### config.mk
export PLATFORM = sky130hd
export DESIGN_NAME = qa_shim_c0_read_tag_remap
export DESIGN_NICKNAME = d
export VERILOG_FILES = /design/src/rtl/qa_shim_c0_read_tag_remap.sv
export SDC_FILE = /design/constraint.sdc
export NUM_CORES = 2
export LEC_CHECK = 0
export BUFFER_PORTS_ARGS = -buffer_cell sky130_fd_sc_hd__buf_2
export CORE_AREA = 2 2 475 477
export CTS_BUF_LIST = sky130_fd_sc_hd__clkbuf_16
export CTS_CLUSTER_DIAMETER = 30
export CTS_CLUSTER_SIZE = 25
export DETAILED_ROUTE_END_ITERATION = 10
export DIE_AREA = 0 0 477 479
export PLACE_DENSITY = 0.52
export SYNTH_ARGS = -nofsm -noshare
export SYNTH_HDL_FRONTEND = slang
export SYNTH_SLANG_ARGS = --single-unit
### constraint.sdc
create_clock -name clk -period 42.9 [get_ports clk]
set_input_delay 8.58 -clock clk [delete_from_list [all_inputs] [get_ports clk]]
set_output_delay 8.58 -clock clk [all_outputs]
set_load 0.01 [all_outputs]
### src/rtl/qa_shim_c0_read_tag_remap.sv
// qa_shim_c0_read_tag_remap
// CCI channel-0 read tag remapping shim between the AFU and QLP.
// AFU read-request tags are swapped for compact local slot indices on the way out
// and restored on the way back, so out-of-order responses still carry AFU tags.
//
// Ports:
//   clk, reset               clock, asynchronous active-high reset
//   afu_c0_tx_*              AFU read requests in, almost-full back to AFU
//   afu_c0_rx_*              responses to AFU (tag restored), other valids forwarded
//   qlp_c0_tx_*              remapped requests to QLP, QLP almost-full in
//   qlp_c0_rx_*              responses from QLP
//   outstanding              number of busy slots
//   err_overflow             sticky: request dropped, no free slot
//   err_unknown_tag          sticky: read response tag not busy or out of range
module qa_shim_c0_read_tag_remap #(
  parameter int unsigned CCI_DATA_WIDTH   = 512,
  parameter int unsigned CCI_RX_HDR_WIDTH = 18,
  parameter int unsigned CCI_TX_HDR_WIDTH = 61,
  parameter int unsigned CCI_TAG_WIDTH    = 14,
  parameter int unsigned N_TAGS           = 64,
  parameter int unsigned ALM_FULL_THRESH  = 4
) (
  input  logic                        clk,
  input  logic                        reset,
  input  logic [CCI_TX_HDR_WIDTH-1:0] afu_c0_tx_hdr,
  input  logic                        afu_c0_tx_rd_valid,
  output logic                        afu_c0_tx_alm_full,
  output logic [CCI_RX_HDR_WIDTH-1:0] afu_c0_rx_hdr,
  output logic [CCI_DATA_WIDTH-1:0]   afu_c0_rx_data,
  output logic                        afu_c0_rx_rd_valid,
  output logic [3:0]                  afu_c0_rx_other_valid,
  output logic [CCI_TX_HDR_WIDTH-1:0] qlp_c0_tx_hdr,
  output logic                        qlp_c0_tx_rd_valid,
  input  logic                        qlp_c0_tx_alm_full,
  input  logic [CCI_RX_HDR_WIDTH-1:0] qlp_c0_rx_hdr,
  input  logic [CCI_DATA_WIDTH-1:0]   qlp_c0_rx_data,
  input  logic                        qlp_c0_rx_rd_valid,
  input  logic [3:0]                  qlp_c0_rx_other_valid,
  output logic [$clog2(N_TAGS):0]     outstanding,
  output logic                        err_overflow,
  output logic                        err_unknown_tag
);

  localparam int unsigned IdxW = $clog2(N_TAGS);
  localparam int unsigned CntW = IdxW + 1;
  localparam int unsigned TagW = CCI_TAG_WIDTH;

  logic [N_TAGS-1:0] busy_q, busy_d;
  logic [TagW-1:0]   tag_mem_q [N_TAGS];
  logic [CntW-1:0]   outstanding_q, outstanding_d;
  logic              err_overflow_q, err_overflow_d;
  logic              err_unknown_q, err_unknown_d;

  logic [CCI_TX_HDR_WIDTH-1:0] qlp_tx_hdr_q, qlp_tx_hdr_d;
  logic                        qlp_tx_valid_q, qlp_tx_valid_d;
  logic [CCI_RX_HDR_WIDTH-1:0] afu_rx_hdr_q, afu_rx_hdr_d;
  logic [CCI_DATA_WIDTH-1:0]   afu_rx_data_q, afu_rx_data_d;
  logic                        afu_rx_valid_q, afu_rx_valid_d;
  logic [3:0]                  afu_rx_other_q, afu_rx_other_d;

  logic            any_free;
  logic [IdxW-1:0] free_idx;
  logic            alloc;
  logic [TagW-1:0] rsp_tag;
  logic [IdxW-1:0] rsp_idx;
  logic            rsp_in_range;
  logic            rsp_hit;
  logic [CntW-1:0] free_cnt;

  // Lowest-numbered free slot. Searches busy_q only, so a slot freed this
  // cycle is not allocatable until the next one.
  always_comb begin
    any_free = 1'b0;
    free_idx = '0;
    for (int i = int'(N_TAGS) - 1; i >= 0; i--) begin
      if (!busy_q[i]) begin
        any_free = 1'b1;
        free_idx = IdxW'(i);
      end
    end
  end

  assign alloc        = afu_c0_tx_rd_valid & any_free;
  assign rsp_tag      = qlp_c0_rx_hdr[TagW-1:0];
  assign rsp_idx      = rsp_tag[IdxW-1:0];
  assign rsp_in_range = {1'b0, rsp_tag} < (TagW + 1)'(N_TAGS);
  assign rsp_hit      = qlp_c0_rx_rd_valid & rsp_in_range & busy_q[rsp_idx];

  // Alloc and free never target the same slot, so their order is irrelevant.
  always_comb begin
    busy_d = busy_q;
    if (alloc)   busy_d[free_idx] = 1'b1;
    if (rsp_hit) busy_d[rsp_idx]  = 1'b0;
  end

  always_comb begin
    outstanding_d = outstanding_q;
    unique case ({alloc, rsp_hit})
      2'b10:   outstanding_d = outstanding_q + CntW'(1);
      2'b01:   outstanding_d = outstanding_q - CntW'(1);
      default: outstanding_d = outstanding_q;
    endcase
  end

  always_comb begin
    err_overflow_d = err_overflow_q | (afu_c0_tx_rd_valid & ~any_free);
    err_unknown_d  = err_unknown_q | (qlp_c0_rx_rd_valid & ~rsp_hit);
    qlp_tx_valid_d = alloc;
    qlp_tx_hdr_d   = {afu_c0_tx_hdr[CCI_TX_HDR_WIDTH-1:TagW], TagW'(free_idx)};
    afu_rx_valid_d = rsp_hit;
    afu_rx_hdr_d   = qlp_c0_rx_hdr;
    if (rsp_hit) begin
      afu_rx_hdr_d = {qlp_c0_rx_hdr[CCI_RX_HDR_WIDTH-1:TagW], tag_mem_q[rsp_idx]};
    end
    afu_rx_data_d  = qlp_c0_rx_data;
    afu_rx_other_d = qlp_c0_rx_other_valid;
  end

  always_ff @(posedge clk or posedge reset) begin
    if (reset) begin
      busy_q         <= '0;
      outstanding_q  <= '0;
      err_overflow_q <= 1'b0;
      err_unknown_q  <= 1'b0;
      qlp_tx_hdr_q   <= '0;
      qlp_tx_valid_q <= 1'b0;
      afu_rx_hdr_q   <= '0;
      afu_rx_data_q  <= '0;
      afu_rx_valid_q <= 1'b0;
      afu_rx_other_q <= '0;
    end else begin
      busy_q         <= busy_d;
      outstanding_q  <= outstanding_d;
      err_overflow_q <= err_overflow_d;
      err_unknown_q  <= err_unknown_d;
      qlp_tx_hdr_q   <= qlp_tx_hdr_d;
      qlp_tx_valid_q <= qlp_tx_valid_d;
      afu_rx_hdr_q   <= afu_rx_hdr_d;
      afu_rx_data_q  <= afu_rx_data_d;
      afu_rx_valid_q <= afu_rx_valid_d;
      afu_rx_other_q <= afu_rx_other_d;
    end
  end

  // Tag storage is only read for busy slots, so it needs no reset.
  always_ff @(posedge clk) begin
    if (alloc) tag_mem_q[free_idx] <= afu_c0_tx_hdr[TagW-1:0];
  end

  assign free_cnt           = CntW'(N_TAGS) - outstanding_q;
  assign afu_c0_tx_alm_full = reset | qlp_c0_tx_alm_full |
                              (free_cnt <= CntW'(ALM_FULL_THRESH));

  assign qlp_c0_tx_hdr         = qlp_tx_hdr_q;
  assign qlp_c0_tx_rd_valid    = qlp_tx_valid_q;
  assign afu_c0_rx_hdr         = afu_rx_hdr_q;
  assign afu_c0_rx_data        = afu_rx_data_q;
  assign afu_c0_rx_rd_valid    = afu_rx_valid_q;
  assign afu_c0_rx_other_valid = afu_rx_other_q;
  assign outstanding           = outstanding_q;
  assign err_overflow          = err_overflow_q;
  assign err_unknown_tag       = err_unknown_q;

endmodule

==> flow_metrics.py <==
metrics = {
    "logic_synthesis": {
        "yosysUniqueCellTypes": 72,
        "synth-seq-area-share_pct": 83.3,
        "yosysWarnings": 0,
        "synth_area_per_cell_um2": 18.5,
        "synth_cells": 2827,
        "yosysTopAreaCell": "edfxtp_1",
        "netlist_area_um2": 52200,
        "synthFlopType": "edfxtp_1",
        "ys_seq_elements": 1558,
        "ys_top_cells_by_area": "edfxtp_1 52%, dfrtp_1 32%, a22oi_1 5.1%, a22o_1 1.1%, a221oi_1 1.0%",
        "synth-edff-count": 896,
        "synth_top_area_share_pct": 51.6,
        "async_reset_ff_share_pct": 42.5,
    },
    "setup_path": {
        "max_stage_delay_ns": 0.74,
        "required_ns": 34.32,
        "reg2reg_from": "busy_q[30]$_DFF_PP0_",
        "cp_common_cell": "buf_2",
        "r2r_end": "outstanding[6]$_DFFE_PP0P_",
        "reg2reg_depth": 15,
        "critPathKind": "input port to output pin",
        "crit_chain": "buf_2 > nor2_1 > o211ai_1 > buf_2",
        "start_kind": "input port",
        "crit_arrival_ns": 9.91,
        "slowest_stage": "nor2_1",
        "r2r_setup_slack_ns": 38.17,
        "crit_path_max_fanout": 2,
        "end_kind": "output pin",
    },
    "hold_path": {
        "hold_class": "register to register",
        "holdCritStartpoint": "err_unknown_tag$_DFF_PP0_",
        "holdPathEnd": "err_unknown_tag$_DFF_PP0_",
        "hold_path_depth": 1,
    },
    "cts": {
        "cts_tree": "done",
        "cts_resized": 0,
        "cts-root-buf": "clkbuf_16",
        "h-tree-depth": 5,
        "ctsHoldBuffers": 0,
        "cts_buffers": 382,
        "cts_sinks": 1558,
        "post-cts-setup-buffers": 0,
        "clockBufferDepth": 4,
        "cts.clk_slew.worst_paths_ns": 0.04,
        "clk_latency_ns": 0.99,
    },
    "power_and_ir_drop": {
        "p_sw_share_pct": 28.2,
        "vdd_drop_max_mv": 0.0566,
        "clock_power_share_pct": 53.6,
        "power_density_nw_per_um2": 67.3,
        "power.switching_mw": 1.43,
        "seq_power_share_pct": 34.8,
        "power_leakage_nw": 29.1,
        "p_int_mw": 3.64,
        "combPwrFrac_pct": 11.5,
    },
    "finish": {
        "nFillCells": 21700,
        "layout.nets": 4935,
        "drive_gt1_share_pct": 42.5,
        "area_growth_pct": 44.5,
        "final_cell_mix": "1,198 x buf_2, 896 x edfxtp_1, 662 x dfrtp_1",
        "final_common_cell": "buf_2",
    },
    "sta": {
        "max_freq_ghz": 0.0541,
        "finalMaxSlewViolations": 0,
        "setup_tns_ns": 0,
        "whs_ns": 0.473,
        "tightest_slew_ns": 1.34,
        "rsz0062_at_grt": "no",
        "post-route-period-util_pct": 43.1,
        "hold_viol": 0,
        "clock_skew_ns": 0.108,
        "period_minus_slack_ns": 18.49,
        "setup_violations": 0,
        "slew_headroom_pct": 9.92,
    },
    "placed_design": {
        "gp_congestion": 1.07,
        "io_buffers": 1198,
        "dpl.hpwl_um": 291000,
    },
    "floorplanning": {
        "die_y_um": 479,
        "num_rows": 174,
        "die_w_um": 477,
        "core_um2": 224000,
        "start_util_pct": 23.3,
        "dieArea_um2": 228000,
        "pin_count": 1207,
    },
    "routing": {
        "met2_length_um": 157000,
        "routed_wl_um": 365000,
        "drc": 0,
        "drt-vias-per-instance": 4.96,
        "routedWlPerCell_um": 46.6,
        "wl_met1_um": 154000,
        "drtIter0Drc": 5217,
        "routed-wl-met3_um": 40000,
        "routed-via-count": 38900,
        "drtPass1Iterations": 5,
        "drtAntennaViolNets": 0,
        "highest_layer": "met5",
    },
    "flow_run": {
        "drv_cap": 0,
    },
    "global_route": {
        "grt_pass1_vias": 36400,
        "grt_overflow_total": 0,
        "grt_max_degree": 100,
        "grt_antenna_before_repair": 394,
        "grt.total_usage_pct": 31.1,
        "grt_first_pass_wirelength_um": 446000,
    },
    "run_status": {
        "outcome": "finished clean",
    },
}
-- per-stage QoR --
stage	utilization [%]	total power [mW]	area [µm²]	std cells	setup WS, ns
after floorplan	-	1.95	52200	2834	15.77
after global placement	28.0	2.36	62600	6939	24.50
after detailed placement	28.0	2.36	62600	6939	24.49
after CTS	33.5	5.09	74800	7615	24.49
after global routing	33.6	5.20	75100	7720	24.47
final	33.7	5.07	75300	7828	24.41
-- power groups by stage --
stage | Clock, mW | Sequential (mW) | Combinational [mW]
final | 2.72 | 1.77 | 0.585
after global routing | 2.83 | 1.77 | 0.603
after detailed placement | 0 | 1.79 | 0.576
after global placement | 0 | 1.79 | 0.573
after floorplan | 0 | 1.76 | 0.188
after CTS | 2.75 | 1.76 | 0.578
-- state kept, by name, indices dropped and copies added, names as in the netlist --
register and cells:
afu_c0_rx_data 512, tag_mem_q 896, busy_q 64, afu_c0_rx_hdr 18
afu_c0_rx_other_valid 4, err_unknown_tag 1, err_overflow 1, outstanding 7
qlp_c0_tx_rd_valid 1, afu_c0_rx_rd_valid 1, qlp_c0_tx_hdr 53
-- critical path: cells and delay by family --
family	cells	cell delay, ns
AOI/OAI and AO/OA	1	0.19
buffers and inverters	2	0.37
and+or+nand+nor	1	0.74
-- how the worst max path moves through the flow --
| stage | depth (start not counted) | slack [ns] | endpoint | from |
|---|---|---|---|---|
| global route | 4 | 24.47 | afu_c0_tx_alm_full | reset |
| detailed placement | 4 | 24.49 | afu_c0_tx_alm_full | reset |
| finish | 4 | 24.41 | afu_c0_tx_alm_full | reset |
| floorplan | 1 | 15.77 | afu_c0_rx_data[0]$_DFF_PP0_ | reset |
| global placement | 4 | 24.50 | afu_c0_tx_alm_full | reset |
| CTS | 4 | 24.49 | afu_c0_tx_alm_full | reset |
-- area by class of cell --
type	instances	area [µm²]	area share, %
clock inverter	291	2570	3.41
tap	2992	3740	4.97
timing repair buffer	1286	6730	8.93
sequential	1558	43500	57.7
clock buffer	385	9630	12.8
inverter	23	93.8	0.125
antenna	213	533	0.707
multi-input combinational	1080	8570	11.4
-- per-layer routing --
layer	GRT usage, %	up-vias
li1	-	14800
met1	42.7	20100
met2	46.2	3131
met3	10.7	791
met4	9.14	56
met5	0.870	-
-- cells by family after synthesis --
kind of cell / synth area share (%)
xor gates and xnor gates: 0.168
other: 0.00719
and+or+nand+nor: 2.99
muxes: 0.0648
buffers and inverters: 1.62
DFF: 83.3
AOI/OAI and AO/OA: 11.7
adders and majority gates: 0.0960
-- cells in the mapped netlist, types with 21 or more instances --
cell,n
nand2_1,42
a221oi_1,60
a22o_1,64
nor2_1,27
nand3_1,22
a211oi_1,31
o32a_1,46
a22oi_1,356
a31oi_1,65
nor4_1,42
nand4_1,46
a41oi_1,42
inv_1,22
dfrtp_1,662
nor3_1,21
edfxtp_1,896
buf_1,23
clkbuf_1,105
buf_2,30
a21oi_1,34
No activity file was read; power rests on OpenSTA's default activity.
